--- config.mk ---
export PLATFORM = sky130hd
export DESIGN_NAME = even_ones_bit_feeder_flat
export DESIGN_NICKNAME = d
export VERILOG_FILES = /design/src/rtl/even_ones_pkg.sv /design/src/rtl/even_ones_bit_feeder_if.sv /design/src/rtl/even_ones_bit_feeder.sv /design/src/flat_wrapper.sv
export SDC_FILE = /design/constraint.sdc
export NUM_CORES = 1
export LEC_CHECK = 0
export CORE_UTILIZATION = 52
export DETAILED_ROUTE_END_ITERATION = 6
export HOLD_SLACK_MARGIN = 0.15
export PLACE_DENSITY = 0.85
export SETUP_SLACK_MARGIN = 0.5
export SLEW_MARGIN = 20
export SYNTH_ARGS = -nofsm -noshare
export SYNTH_HDL_FRONTEND = slang
export SYNTH_SLANG_ARGS = --single-unit
--- constraint.sdc ---
create_clock -name clk -period 2.1 [get_ports clk]
set_clock_uncertainty 0.15 [all_clocks]
set_input_delay 0.42 -clock clk [delete_from_list [all_inputs] [get_ports clk]]
set_output_delay 0.42 -clock clk [all_outputs]
set_load 0.1 [all_outputs]
--- src/rtl/even_ones_pkg.sv ---
// Shared definitions for the even-ones detector and its bit feeder.
package even_ones_pkg;

  // Feeder FSM encoding, shared with the detector side for debug visibility.
  typedef enum logic [1:0] {
    IDLE  = 2'd0,
    SHIFT = 2'd1,
    GAP   = 2'd2
  } feed_state_t;

  // Widest word the parity helper accepts; narrower words are zero-extended,
  // which leaves the parity unchanged.
  localparam int POP_MAX = 256;

  // 1 when v holds an even number of ones.
  function automatic logic popcount_even(input logic [POP_MAX-1:0] v);
    return ~(^v);
  endfunction

endpackage

--- src/rtl/even_ones_bit_feeder_if.sv ---
// Word handshake plus serial stream between a word source, the feeder and
// the even-ones detector.
interface even_ones_bit_feeder_if #(
  parameter int WIDTH = 8
);

  logic [WIDTH-1:0] in_data;
  logic             in_valid;
  logic             in_ready;
  logic             w_out;
  logic             bit_vld;
  logic             sof;
  logic             eof;
  logic             exp_even;
  logic             busy;

  // Word source / stream observer side.
  modport master (
    output in_data, in_valid,
    input  in_ready, w_out, bit_vld, sof, eof, exp_even, busy
  );

  // Feeder side.
  modport slave (
    input  in_data, in_valid,
    output in_ready, w_out, bit_vld, sof, eof, exp_even, busy
  );

endinterface

--- src/rtl/even_ones_bit_feeder.sv ---
// Parallel-to-serial feeder for the even-ones Mealy detector. Words arrive on
// a valid/ready handshake and leave one bit per clock on w_out, framed by
// sof/eof, with the expected even-ones verdict on exp_even at eof. w_out is 0
// whenever no data bit is being sent so the detector's parity is not disturbed.
module even_ones_bit_feeder
  import even_ones_pkg::*;
#(
  parameter int WIDTH     = 8,
  parameter int GAP       = 0,
  parameter bit MSB_FIRST = 1'b1
) (
  input logic                 clk,
  input logic                 rst,
  even_ones_bit_feeder_if.slave bus
);

  localparam int              CW       = $clog2(WIDTH);
  localparam logic [CW-1:0]   LAST     = CW'(WIDTH - 1);
  localparam logic [7:0]      GAP_LOAD = 8'(GAP);

  localparam logic [1:0] S_IDLE  = even_ones_pkg::IDLE;
  localparam logic [1:0] S_SHIFT = even_ones_pkg::SHIFT;
  localparam logic [1:0] S_GAP   = even_ones_pkg::GAP;

  // State registers and their next values.
  logic [1:0]       state,   state_n;
  logic [WIDTH-1:0] shreg,   shreg_n;
  logic [CW-1:0]    bit_cnt, bit_cnt_n;
  logic [7:0]       gap_cnt, gap_cnt_n;
  logic             par_q,   par_n;     // 1 = accepted word has odd ones

  // Output registers and their next values.
  logic in_ready_q, in_ready_n;
  logic w_out_q,    w_out_n;
  logic bit_vld_q,  bit_vld_n;
  logic sof_q,      sof_n;
  logic eof_q,      eof_n;
  logic exp_even_q, exp_even_n;
  logic busy_q,     busy_n;

  logic accept;

  // in_ready is a flop, so accept never depends combinationally on in_valid
  // feeding back into in_ready.
  assign accept = bus.in_valid & in_ready_q;

  // Next-state logic for the IDLE/SHIFT/GAP sequencer and the datapath.
  always_comb begin
    // NOTE: every variable gets a default first so no path leaves it
    // unassigned, which would infer a latch.
    state_n   = state;
    shreg_n   = shreg;
    bit_cnt_n = bit_cnt;
    gap_cnt_n = gap_cnt;
    par_n     = par_q;

    case (state)
      S_IDLE: begin
        if (accept) begin
          state_n   = S_SHIFT;
          shreg_n   = bus.in_data;
          bit_cnt_n = '0;
          par_n     = ~popcount_even(POP_MAX'(bus.in_data));
        end
      end

      S_SHIFT: begin
        if (bit_cnt == LAST) begin
          if (GAP > 0) begin
            state_n   = S_GAP;
            gap_cnt_n = GAP_LOAD;
          end else if (accept) begin
            // Back-to-back word: its first bit follows the eof bit directly.
            shreg_n   = bus.in_data;
            bit_cnt_n = '0;
            par_n     = ~popcount_even(POP_MAX'(bus.in_data));
          end else begin
            state_n = S_IDLE;
          end
        end else begin
          bit_cnt_n = bit_cnt + 1'b1;
          if (MSB_FIRST) shreg_n = {shreg[WIDTH-2:0], 1'b0};
          else           shreg_n = {1'b0, shreg[WIDTH-1:1]};
        end
      end

      S_GAP: begin
        if (gap_cnt <= 8'd1) state_n   = S_IDLE;
        else                 gap_cnt_n = gap_cnt - 8'd1;
      end

      default: state_n = S_IDLE;
    endcase
  end

  // Outputs are decoded from the next state so they appear, registered, in
  // the same cycle the state they describe is current.
  always_comb begin
    bit_vld_n  = (state_n == S_SHIFT);
    w_out_n    = bit_vld_n & (MSB_FIRST ? shreg_n[WIDTH-1] : shreg_n[0]);
    sof_n      = bit_vld_n & (bit_cnt_n == '0);
    eof_n      = bit_vld_n & (bit_cnt_n == LAST);
    exp_even_n = eof_n & ~par_n;
    busy_n     = (state_n != S_IDLE);
    in_ready_n = (state_n == S_IDLE) | ((GAP == 0) & eof_n);
  end

  // State and output registers; reset abandons any word in flight.
  always_ff @(posedge clk or posedge rst) begin
    if (rst) begin
      state      <= S_IDLE;
      shreg      <= '0;
      bit_cnt    <= '0;
      gap_cnt    <= '0;
      par_q      <= 1'b0;
      in_ready_q <= 1'b0;
      w_out_q    <= 1'b0;
      bit_vld_q  <= 1'b0;
      sof_q      <= 1'b0;
      eof_q      <= 1'b0;
      exp_even_q <= 1'b0;
      busy_q     <= 1'b0;
    end else begin
      // NOTE: non-blocking assignments so every flop samples pre-edge values.
      state      <= state_n;
      shreg      <= shreg_n;
      bit_cnt    <= bit_cnt_n;
      gap_cnt    <= gap_cnt_n;
      par_q      <= par_n;
      in_ready_q <= in_ready_n;
      w_out_q    <= w_out_n;
      bit_vld_q  <= bit_vld_n;
      sof_q      <= sof_n;
      eof_q      <= eof_n;
      exp_even_q <= exp_even_n;
      busy_q     <= busy_n;
    end
  end

  assign bus.in_ready = in_ready_q;
  assign bus.w_out    = w_out_q;
  assign bus.bit_vld  = bit_vld_q;
  assign bus.sof      = sof_q;
  assign bus.eof      = eof_q;
  assign bus.exp_even = exp_even_q;
  assign bus.busy     = busy_q;

endmodule

--- src/flat_wrapper.sv ---
// flat-port wrapper written by rule: the top's interface ports become plain ports
module even_ones_bit_feeder_flat import even_ones_pkg::*;
#(
  parameter int WIDTH     = 8,
  parameter int GAP       = 0,
  parameter bit MSB_FIRST = 1'b1
)
  (clk, rst, bus_in_data, bus_in_valid, bus_in_ready, bus_w_out, bus_bit_vld, bus_sof, bus_eof, bus_exp_even, bus_busy);
  even_ones_bit_feeder_if #(.WIDTH(WIDTH)) bus_i ();
  input logic clk;
  input logic rst;
  input wire logic [$bits(bus_i.in_data)-1:0] bus_in_data;
  input wire logic [$bits(bus_i.in_valid)-1:0] bus_in_valid;
  output wire logic [$bits(bus_i.in_ready)-1:0] bus_in_ready;
  output wire logic [$bits(bus_i.w_out)-1:0] bus_w_out;
  output wire logic [$bits(bus_i.bit_vld)-1:0] bus_bit_vld;
  output wire logic [$bits(bus_i.sof)-1:0] bus_sof;
  output wire logic [$bits(bus_i.eof)-1:0] bus_eof;
  output wire logic [$bits(bus_i.exp_even)-1:0] bus_exp_even;
  output wire logic [$bits(bus_i.busy)-1:0] bus_busy;
  assign bus_i.in_data = bus_in_data;
  assign bus_i.in_valid = bus_in_valid;
  assign bus_in_ready = bus_i.in_ready;
  assign bus_w_out = bus_i.w_out;
  assign bus_bit_vld = bus_i.bit_vld;
  assign bus_sof = bus_i.sof;
  assign bus_eof = bus_i.eof;
  assign bus_exp_even = bus_i.exp_even;
  assign bus_busy = bus_i.busy;
  even_ones_bit_feeder #(.WIDTH(WIDTH), .GAP(GAP), .MSB_FIRST(MSB_FIRST)) u_core (.clk(clk), .rst(rst), .bus(bus_i));
endmodule
==> results of run 1 <==
[power breakdown]
| part | switching, W | total, W | internal (W) |
|---|---|---|---|
| clock network | 0.000154 | 0.000347 | 0.000193 |
| logic | 0.000842 | 0.00148 | 0.000635 |
| registers | 0.000103 | 0.000815 | 0.000712 |
[cell families (layout without fill, tap and decap cells)]
| kind of cell | after synthesis | in the layout | synth area share [%] |
|---|---|---|---|
| buffers and inverters | 9 | 48 | 2.68 |
| adder cells (fa/ha/maj) | 4 | 4 | 3.97 |
| XOR/XNOR | 13 | 13 | 9.04 |
| multiplexers | 2 | 2 | 1.79 |
| AND/OR/NAND/NOR | 27 | 27 | 11.5 |
| flip-flops | 28 | 28 | 55.6 |
| AO/OA/AOI/OAI | 22 | 22 | 15.4 |
[synth_stat cells (all sizes together)]
cell type / number
o22a: 12
a21oi: 2
dfrtp: 28
xnor2: 11
nand3b: 1
nand2: 8
nor4b: 1
clkbuf: 2
nor2b: 1
a21o: 1
nor2: 6
o31ai: 1
nand3: 3
clkinv: 1
o41ai: 1
a22o: 3
nor3: 2
xor2: 2
nand4: 2
nand2b: 1
o21ai: 2
ha: 4
inv: 6
nand4b: 1
or4: 1
mux2: 2
[stage by stage]
stage	worst slack, ps	cell area [um^2]	power, W	utilization (%)	hold WS, ps
floorplan	314	1320	0.00172	-	258
global placement	196	1510	0.00194	67.1	284
detailed placement	134	1510	0.00196	67.1	303
CTS	221	1750	0.00253	77.6	287
global route	77.7	1830	0.00277	81.0	329
finish	122	1830	0.00264	81.0	281
[final cells by class]
cell class | count | share of cell area (%)
flip-flops and latches | 28 | 38.6
multi-input cells | 68 | 36.1
repair buffers | 37 | 18.8
well taps | 28 | 1.92
inverters | 7 | 1.71
clock inverters | 1 | 1.64
clock buffers | 3 | 1.23
[registers in the layout (all words and copies together) (netlist names)]
name and flops:
u_core.bit_cnt 3, u_core.bus.exp_even 1, u_core.par_q 1, u_core.state 2, u_core.bus.w_out 1, u_core.bus.eof 1
u_core.bus.in_ready 1, u_core.bus.bit_vld 1, u_core.shreg 7, u_core.bus.sof 1, u_core.gap_cnt 8, u_core.bus.busy 1
[metal layers]
| layer | GRT usage [%] | vias to the layer above | part of all wire [%] | routed length, um |
|---|---|---|---|---|
| met5 | 0 | - | 0 | 0 |
| met4 | 8.56 | 0 | 1.6 | 49 |
| met3 | 6.25 | 4 | 3.1 | 97 |
| met2 | 42.8 | 19 | 52 | 1640 |
| met1 | 31.3 | 497 | 44 | 1370 |
| li1 | - | 450 | - | - |
[worst register-to-register path, delay by kind of cell (launching register included)]
family	cells	cell delay (ps)
AND/OR/NAND/NOR	2	680
flip-flops	1	420
XOR/XNOR	1	280
AO/OA/AOI/OAI	1	350
[cell usage in the layout (no fill, tap or decap), types with 2 or more instances in the layout]
cell type / count
a22o_1: 3
buf_12: 2
xnor2_1: 9
nand2_2: 4
nor2_1: 4
o22a_1: 12
inv_2: 2
dfrtp_1: 27
xor2_1: 2
clkbuf_4: 3
ha_4: 2
nand2_1: 3
buf_4: 21
buf_6: 4
clkdlybuf4s50_1: 10
mux2_4: 2
inv_1: 4
nor2_4: 2
xnor2_2: 2
[worst paths after layout]
path / start / to
setup / recovery: u_core.gap_cnt[4] / u_core.gap_cnt[4]
min in group clk: u_core.par_q / u_core.bus.exp_even
hold reg to reg: u_core.par_q / u_core.bus.exp_even
setup reg to reg: u_core.gap_cnt[4] / u_core.gap_cnt[4]
max in group asynchronous: rst / u_core.bus.in_ready
hold / removal: rst / u_core.bus.busy
[what timing repair did]
item,in CTS,in global routing
cloned,0,0
pin swaps,14,14
gates resized for setup,18,8
hold endpoints to repair,0,0
buffers inserted,13,5
hold buffers,0,0
endpoints found under the setup margin,26,26
==> results.ini, run 1 <==
[drt]
vias = 970
antenna_left = 0
drt-pass1-iter-count = 4
wl_um = 3150
drt-vias-per-instance = 5.64
drcViolationCount = 0
first_iter_violations = 13
wl_per_cell_um = 18.3

[layout]
syn_to_final_growth_pct = 44.9
finalNetCount = 160
seq_area_um2 = 704
drive_above_1_share_pct = 41.7
nFillCells = 128
multi_input_area_um2 = 659
n_antenna_cell = 0
instances_no_fill = 172

[critical_path]
crit_path_end_kind = flop
path_buf_inv = 0
required_ps = 2180
r2r_slack_ps = 120
path_max_fanout = 3
crit_type = reg -> reg
path_depth = 4
cp_slowest_stage_delay_ps = 560
cp-start-kind = flop
rr_worst_depth = 4
cp_cell_sequence = or4_4 -> o41ai_4 -> nor4b_2 -> xor2_1
cp_top_family = simple AND/OR/NAND/NOR gates
arrival_ps = 2050
crit_slowest_cell = or4_4

[placement]
numPortBuffers = 17
dp_cells = 150
gp_congestion = 0.766
dp_hpwl_um = 1740

[pwr]
ir_drop_uv = 1430
leakagePower_nw = 0.828
p_per_area_nw_per_um2 = 1450

[sta]
min_period_over_period_pct = 94.2
fmax_ghz = 0.506
tns_ps = 0
worst_pin_slew_ps = 591
slew_violations = 0
slew_headroom_pct = 60.3
finalHoldViolCount = 0
setup_violations = 0
rsz0062_at_grt = true
layout_min_cycle_time_ps = 1980

[logic_synthesis]
yosys_register_bits = 28
yosysUniqueCellTypes = 28
netlist_area_um2 = 1260
synthTopCellsByArea = dfrtp_1 56%, o22a_1 8.3%, xnor2_1 7.6%
synthCells = 105
ys_warn_count = 0
synth_nets = 120
yosysSeqAreaShare_pct = 55.6
synth_area_per_cell_um2 = 12.0
yosys.area.top_type_share_pct = 55.6
yosysTopAreaCell = dfrtp_1

[global_routing]
grt_max_degree = 29
antenna_found_initial = 0
grtUsageTotal_pct = 25.2
grt_overflow_total = 0
grt_pass1_wl_um = 4710
grt_pass1_vias = 1017

[die]
die_w_um = 51.2
core_um2 = 2250
num_io_pins = 18
die_y_um = 51.2
rows = 17
dieArea_um2 = 2620
initial_core_util_pct = 55.9

[clock_tree]
ctsHtreeMaxLevel = 1
cts_made_buffers = 3
cts_root_buffer = clkbuf_4
cts_tree = built
path_clk_slew_ps = 150
clock_sinks = 28
clock_latency_ps = 320
clock_path_buffers = 2

[flow_run]
cap_violations = 0

[min_path]
hold_path_class = in -> async

[status]
status = completed

Note: power is estimated with default switching activity, not from simulation.
==> inputs of run 2 (changes only) <==
--- a/config.mk
+++ b/config.mk
@@ -5,6 +5,7 @@
 export SDC_FILE = /design/constraint.sdc
 export NUM_CORES = 1
 export LEC_CHECK = 0
+export ABC_CLOCK_PERIOD_IN_PS = 2100
 export CORE_UTILIZATION = 52
 export DETAILED_ROUTE_END_ITERATION = 6
 export HOLD_SLACK_MARGIN = 0.15
==> results of run 2 <==
The final DEF is identical to that of run 1; final timing and power are the same.
